[src/rtl/mc_pkg.sv]
// Shared types and constants for the multicycle MIPS datapath.
// Imported by the control FSM and the fetch unit.
package mc_pkg;

  typedef enum logic [1:0] {
    PCSRC_ALU    = 2'b00,
    PCSRC_ALUOUT = 2'b01,
    PCSRC_JUMP   = 2'b10,
    PCSRC_JR     = 2'b11
  } pcsrc_t;

  localparam int OPCODE_MSB = 31;
  localparam int OPCODE_LSB = 26;
  localparam int JTARGET_W  = 26;

  localparam logic [31:0] RESET_PC_DEFAULT = 32'h0000_0000;

endpackage

[src/rtl/mc_fetch_unit_if.sv]
// Unified instruction/data memory bus between the fetch unit and memory.
// The fetch unit is the master; the memory model is the slave.
interface mc_fetch_unit_if #(
  parameter int XLEN = 32
);

  logic [XLEN-1:0] mem_addr;
  logic [XLEN-1:0] mem_wdata;
  logic            mem_re;
  logic            mem_we;
  logic [XLEN-1:0] mem_rdata;

  modport master (
    output mem_addr,
    output mem_wdata,
    output mem_re,
    output mem_we,
    input  mem_rdata
  );

  modport slave (
    input  mem_addr,
    input  mem_wdata,
    input  mem_re,
    input  mem_we,
    output mem_rdata
  );

endinterface

[src/rtl/mc_next_pc.sv]
// Next-PC select and PC write-enable for the multicycle datapath.
// Purely combinational; the PC register lives in the top.
module mc_next_pc
  import mc_pkg::*;
#(
  parameter int XLEN = 32
) (
  input  pcsrc_t                 pcsrc,
  input  logic                   pc_write,
  input  logic                   pc_write_condition_beq,
  input  logic                   pc_write_condition_bne,
  input  logic                   zero,
  input  logic [XLEN-1:0]        alu_result,
  input  logic [XLEN-1:0]        alu_out,
  input  logic [XLEN-1:0]        pc,
  input  logic [JTARGET_W-1:0]   jtarget,
  input  logic [XLEN-1:0]        rs_data,
  output logic [XLEN-1:0]        next_pc,
  output logic                   pc_en
);

  // Unconditional write dominates simply by being OR-ed in.
  assign pc_en = pc_write
               | (pc_write_condition_beq & zero)
               | (pc_write_condition_bne & ~zero);

  always_comb begin
    next_pc = alu_result;
    unique case (pcsrc)
      PCSRC_ALU:    next_pc = alu_result;
      PCSRC_ALUOUT: next_pc = alu_out;
      PCSRC_JUMP:   next_pc = {pc[XLEN-1:XLEN-4], jtarget, 2'b00};
      PCSRC_JR:     next_pc = rs_data;
      default:      next_pc = alu_result;
    endcase
  end

endmodule

[src/rtl/mc_fetch_unit.sv]
// PC, IR, MDR and ALU-out registers of the multicycle MIPS datapath,
// plus the unified memory address/strobe generation.
module mc_fetch_unit
  import mc_pkg::*;
#(
  parameter int              XLEN     = 32,
  parameter logic [XLEN-1:0] RESET_PC = RESET_PC_DEFAULT
) (
  input  logic                 clk,
  input  logic                 reset,
  input  logic                 pc_write,
  input  logic                 pc_write_condition_beq,
  input  logic                 pc_write_condition_bne,
  input  logic                 zero,
  input  pcsrc_t               pcsrc,
  input  logic                 IorD,
  input  logic                 IR_write,
  input  logic                 memread,
  input  logic                 memwrite,
  input  logic [XLEN-1:0]      alu_result,
  input  logic [XLEN-1:0]      rs_data,
  input  logic [XLEN-1:0]      rt_data,
  mc_fetch_unit_if.master      mem,
  output logic [XLEN-1:0]      pc,
  output logic [XLEN-1:0]      ir,
  output logic [5:0]           opcode,
  output logic [XLEN-1:0]      mdr,
  output logic [XLEN-1:0]      alu_out,
  output logic                 misalign,
  output logic [31:0]          instr_count
);

  logic [XLEN-1:0] pc_q, pc_d;
  logic [XLEN-1:0] ir_q, ir_d;
  logic [XLEN-1:0] mdr_q;
  logic [XLEN-1:0] alu_out_q;
  logic            misalign_q, misalign_d;
  logic [31:0]     instr_count_q, instr_count_d;

  logic [XLEN-1:0] next_pc;
  logic            pc_en;
  logic            addr_bad;
  logic            mem_access;

  mc_next_pc #(
    .XLEN(XLEN)
  ) u_next_pc (
    .pcsrc                  (pcsrc),
    .pc_write               (pc_write),
    .pc_write_condition_beq (pc_write_condition_beq),
    .pc_write_condition_bne (pc_write_condition_bne),
    .zero                   (zero),
    .alu_result             (alu_result),
    .alu_out                (alu_out_q),
    .pc                     (pc_q),
    .jtarget                (ir_q[JTARGET_W-1:0]),
    .rs_data                (rs_data),
    .next_pc                (next_pc),
    .pc_en                  (pc_en)
  );

  assign mem.mem_addr  = IorD ? alu_out_q : pc_q;
  assign mem.mem_wdata = rt_data;
  assign mem.mem_re    = memread;

  assign addr_bad   = |mem.mem_addr[1:0];
  assign mem_access = memread | memwrite;

  // Misaligned stores are dropped; reads and IR loads still go through.
  assign mem.mem_we = memwrite & ~addr_bad;

  assign pc_d          = pc_en ? next_pc : pc_q;
  assign ir_d          = IR_write ? mem.mem_rdata : ir_q;
  assign instr_count_d = IR_write ? instr_count_q + 32'd1 : instr_count_q;
  assign misalign_d    = misalign_q | (mem_access & addr_bad);

  always_ff @(posedge clk or posedge reset) begin
    if (reset) begin
      pc_q          <= RESET_PC;
      ir_q          <= '0;
      mdr_q         <= '0;
      alu_out_q     <= '0;
      misalign_q    <= 1'b0;
      instr_count_q <= '0;
    end else begin
      pc_q          <= pc_d;
      ir_q          <= ir_d;
      mdr_q         <= mem.mem_rdata;
      alu_out_q     <= alu_result;
      misalign_q    <= misalign_d;
      instr_count_q <= instr_count_d;
    end
  end

  assign pc          = pc_q;
  assign ir          = ir_q;
  assign opcode      = ir_q[OPCODE_MSB:OPCODE_LSB];
  assign mdr         = mdr_q;
  assign alu_out     = alu_out_q;
  assign misalign    = misalign_q;
  assign instr_count = instr_count_q;

endmodule

[src/flat_wrapper.sv]
// flat-port wrapper written by rule: the top's interface ports become plain ports
module mc_fetch_unit_flat import mc_pkg::*;
#(
  parameter int              XLEN     = 32,
  parameter logic [XLEN-1:0] RESET_PC = RESET_PC_DEFAULT
)
  (clk, reset, pc_write, pc_write_condition_beq, pc_write_condition_bne, zero, pcsrc, IorD, IR_write, memread, memwrite, alu_result, rs_data, rt_data, pc, ir, opcode, mdr, alu_out, misalign, instr_count, mem_mem_addr, mem_mem_wdata, mem_mem_re, mem_mem_we, mem_mem_rdata);
  mc_fetch_unit_if #(.XLEN(XLEN)) mem_i ();
  input  logic clk;
  input  logic reset;
  input  logic pc_write;
  input  logic pc_write_condition_beq;
  input  logic pc_write_condition_bne;
  input  logic zero;
  input  pcsrc_t pcsrc;
  input  logic IorD;
  input  logic IR_write;
  input  logic memread;
  input  logic memwrite;
  input  logic [XLEN-1:0] alu_result;
  input  logic [XLEN-1:0] rs_data;
  input  logic [XLEN-1:0] rt_data;
  output logic [XLEN-1:0] pc;
  output logic [XLEN-1:0] ir;
  output logic [5:0] opcode;
  output logic [XLEN-1:0] mdr;
  output logic [XLEN-1:0] alu_out;
  output logic misalign;
  output logic [31:0] instr_count;
  output wire logic [$bits(mem_i.mem_addr)-1:0] mem_mem_addr;
  output wire logic [$bits(mem_i.mem_wdata)-1:0] mem_mem_wdata;
  output wire logic [$bits(mem_i.mem_re)-1:0] mem_mem_re;
  output wire logic [$bits(mem_i.mem_we)-1:0] mem_mem_we;
  input wire logic [$bits(mem_i.mem_rdata)-1:0] mem_mem_rdata;
  assign mem_mem_addr = mem_i.mem_addr;
  assign mem_mem_wdata = mem_i.mem_wdata;
  assign mem_mem_re = mem_i.mem_re;
  assign mem_mem_we = mem_i.mem_we;
  assign mem_i.mem_rdata = mem_mem_rdata;
  mc_fetch_unit #(.XLEN(XLEN), .RESET_PC(RESET_PC)) u_core (.clk(clk), .reset(reset), .pc_write(pc_write), .pc_write_condition_beq(pc_write_condition_beq), .pc_write_condition_bne(pc_write_condition_bne), .zero(zero), .pcsrc(pcsrc), .IorD(IorD), .IR_write(IR_write), .memread(memread), .memwrite(memwrite), .alu_result(alu_result), .rs_data(rs_data), .rt_data(rt_data), .mem(mem_i), .pc(pc), .ir(ir), .opcode(opcode), .mdr(mdr), .alu_out(alu_out), .misalign(misalign), .instr_count(instr_count));
endmodule
[config.mk]
export PLATFORM = sky130hd
export DESIGN_NAME = mc_fetch_unit_flat
export DESIGN_NICKNAME = d
export VERILOG_FILES = /design/src/rtl/mc_pkg.sv /design/src/rtl/mc_fetch_unit_if.sv /design/src/rtl/mc_next_pc.sv /design/src/rtl/mc_fetch_unit.sv /design/src/flat_wrapper.sv
export SDC_FILE = /design/constraint.sdc
export NUM_CORES = 1
export LEC_CHECK = 0
export CAP_MARGIN = 10
export CORE_MARGIN = 3
export CORE_UTILIZATION = 36
export CTS_CLUSTER_DIAMETER = 100
export DETAILED_ROUTE_END_ITERATION = 6
export HOLD_SLACK_MARGIN = 0.02
export PLACE_DENSITY_LB_ADDON = 0.25
export SYNTH_ARGS = -nofsm -noshare
export SYNTH_HDL_FRONTEND = slang
export SYNTH_SLANG_ARGS = --single-unit
[constraint.sdc]
create_clock -name clk -period 5.1 [get_ports clk]
set_input_delay 1.02 -clock clk [delete_from_list [all_inputs] [get_ports clk]]
set_output_delay 1.02 -clock clk [all_outputs]
set_load 0.005 [all_outputs]
==> flow_summary.yaml <==
status:
  status: "complete, no violations"
clocking:
  cts_hold_buf: 0
  post-cts-setup-buffers: 0
  insertion_delay_ns: 0.42
  cts_tree: "done"
  htreeDepth: 4
  cts_root_buf: "clkbuf_16"
  cts-resized-gates: 0
  numCtsBuffers: 17
  cts_max_path_buffers: 2
  cts_sinks: 161
  clk_pin_slew_ns: 0.06
pwr:
  power.leakage_uw: 0.004444
  pwr_density_cell_nw_per_um2: 343.4
  fin_total_pwr_uw: 3665
  ir_drop_uv: 221.6
synthesis:
  syn_nets: 670
  yosys_register_bits: 161
  ys_async_sr_fraction_pct: 100.0
  synth_cell_types: 33
  synth_seq_area_share_pct: 58.02
  syn_area_um2: 6944
  syn_area_per_cell_um2: 13.13
  yosys_warnings: 0
  yosys_most_used_dff: "dfrtp_1"
  synthCells: 529
  synth-edff-count: 0
worst_setup_path:
  critPathArrivalTime_ns: 2.59
  worst_ep_required_time_ns: 4.08
  cp_slowest_cell: "clkdlybuf4s50_1"
  crit_type: "input port to output port"
  crit_chain: "buf_2 > buf_4 > mux2_2 > clkdlybuf4s50_1"
  crit_path_max_fanout: 19
  end_kind: "output port"
  cp_slowest_stage_delay_ns: 0.47
  cp-start-kind: "input port"
routing:
  vias: 5183
  route.detailed.drc: 0
  viasPerCell: 4.839
  drt_first_pass_iters: 4
  wirelength_mm: 21.56
  initialDrtViolationCount: 224
  wire_per_inst_um: 20.13
  ant_nets: 0
floorplanning:
  die_area_um2: 20990
  die_x_um: 144.9
  std_cell_rows: 50
  die_y_um: 144.9
  core_area_um2: 18830
  start_util_pct: 36.88
  ios: 373
layout:
  nets: 938
  layout_common_cells: "304 x clkdlybuf4s50_1, 161 x dfrtp_1, 96 x nand2_1, 69 x mux2_2"
  area_growth_pct: 53.69
  final_common_cell: "clkdlybuf4s50_1"
  drive_above_1_share_pct: 17.53
placement:
  gp_congestion: 0.8295
  io_buffers: 308
  dp_hpwl_mm: 15.79
  dp_slack_ns: 1.473
timing:
  setup_viol: 0
  finalHoldViolations: 0
  period_minus_slack_ns: 3.610
  skew_ns: 0.007892
  slew_headroom_pct: 29.02
  final_max_slew_viol_count: 0
  max_freq_ghz: 0.2770
  hold_slack_ns: 0.4854
  fin_crit_sh_pct: 70.78
  fin_tns_setup_ns: 0
  fin_ws_ns: 1.490
  tightest_slew_ns: 1.065
  rsz0062_at_grt: "no"
global_route:
  track_usage_pct: 20.24
  grt_pass1_wl_mm: 31.72
  grt_max_degree: 162
  first_global_vias: 5431
  grt.overflow.total: 0
  antenna_found_initial: 0
hold_path:
  hold_path_class: "flip-flop to flip-flop"
job:
  drv_cap: 0
## cell type report
| cell class | instances | area [um^2] |
|---|---|---|
| clock buffer | 20 | 446.7 |
| fill | 1537 | 8158 |
| timing repair buffer | 313 | 3113 |
| multi-input combinational | 301 | 2514 |
| inverter | 3 | 15.01 |
| sequential | 161 | 4029 |
| antenna | 1 | 2.502 |
| tap | 260 | 325.3 |
| clock inverter | 12 | 227.7 |
## kinds of logic (layout without fill, tap and decap cells)
| logic type | Yosys count | in the layout | synth area share, % |
|---|---|---|---|
| flops | 161 | 161 | 58.02 |
| simple gates | 154 | 154 | 10.43 |
| mux | 98 | 98 | 20.05 |
| buf+inv | 67 | 348 | 5.892 |
| xor+xnor | 31 | 31 | 3.910 |
| compound gates | 17 | 17 | 1.514 |
| fa+ha+maj | 1 | 1 | 0.1802 |
| other cells | 0 | 1 | 0 |
## metrics by stage
stage / std cells / cell area (um^2) / util [%]
after detailed placement: 1038 / 9996 / 53.08
final: 1071 / 10670 / 56.68
after CTS: 1070 / 10670 / 56.66
after global placement: 1038 / 9996 / 53.08
after floorplan: 529 / 6948 / -
after global routing: 1070 / 10670 / 56.66
## Yosys cell counts, types with 2 or more instances
| master | instances | area share, % |
|---|---|---|
| and2_1 | 2 | 0.18 |
| dfrtp_1 | 161 | 58 |
| inv_1 | 3 | 0.16 |
| a31oi_1 | 2 | 0.18 |
| nand2b_1 | 6 | 0.54 |
| xnor2_1 | 26 | 3.3 |
| nand4_2 | 2 | 0.36 |
| nand4_1 | 11 | 0.99 |
| nor4_4 | 2 | 0.61 |
| and3_1 | 3 | 0.27 |
| clkbuf_1 | 15 | 0.81 |
| nor3_1 | 2 | 0.14 |
| mux2i_1 | 3 | 0.43 |
| buf_4 | 40 | 4.3 |
| a21oi_1 | 2 | 0.14 |
| mux2_2 | 69 | 11 |
| buf_1 | 3 | 0.16 |
| a22oi_1 | 4 | 0.43 |
| o21ai_0 | 4 | 0.29 |
| xor2_1 | 5 | 0.63 |
| mux4_2 | 26 | 8.4 |
| o22ai_1 | 4 | 0.36 |
| buf_2 | 6 | 0.43 |
| nand3_1 | 11 | 0.79 |
| nand2_1 | 96 | 5.2 |
| nor2_1 | 14 | 0.76 |
## where the power goes
group	internal (uW)	total (uW)	switching, uW
registers	1390	1510	119
clock network	937	1460	519
logic	458	699	241
## metal layers
layer / wire length (um) / up-vias / share of wire, % / GRT usage [%]
li1: - / 2331 / - / -
met1: 8142 / 2593 / 38 / 23.65
met2: 11080 / 228 / 51 / 34.37
met3: 1887 / 31 / 8.8 / 7.920
met4: 440 / 0 / 2.0 / 6.382
met5: 0 / - / 0 / 0
## state kept, by name (all words and copies together), names as in the netlist
| signal | flops |
|---|---|
| u_core.mdr | 32 |
| u_core.pc | 32 |
| u_core.alu_out | 32 |
| u_core.ir | 32 |
| u_core.misalign | 1 |
| u_core.instr_count | 32 |
## worst max-delay path: cells and delay by family
kind / cells / cell delay [ns]
buffers and inverters: 3 / 1.18
multiplexers: 1 / 0.38
## worst paths after layout
| kind | from | endpoint | slack [ns] | depth (start not counted) |
|---|---|---|---|---|
| worst max-delay path | IorD | mem_mem_addr[11] | 1.49 | 4 |
| worst min register to register | u_core.instr_count[31] | u_core.instr_count[31] | 0.49 | 1 |
| worst max register to register | u_core.instr_count[1] | u_core.instr_count[28] | 3.08 | 5 |
| max in group asynchronous | reset | u_core.pc[13] | 3.22 | 3 |
| worst min-delay path | u_core.instr_count[31] | u_core.instr_count[31] | 0.49 | 1 |
| min in group asynchronous | reset | u_core.instr_count[29] | 1.18 | 3 |
(Power assumes the default switching activity.)
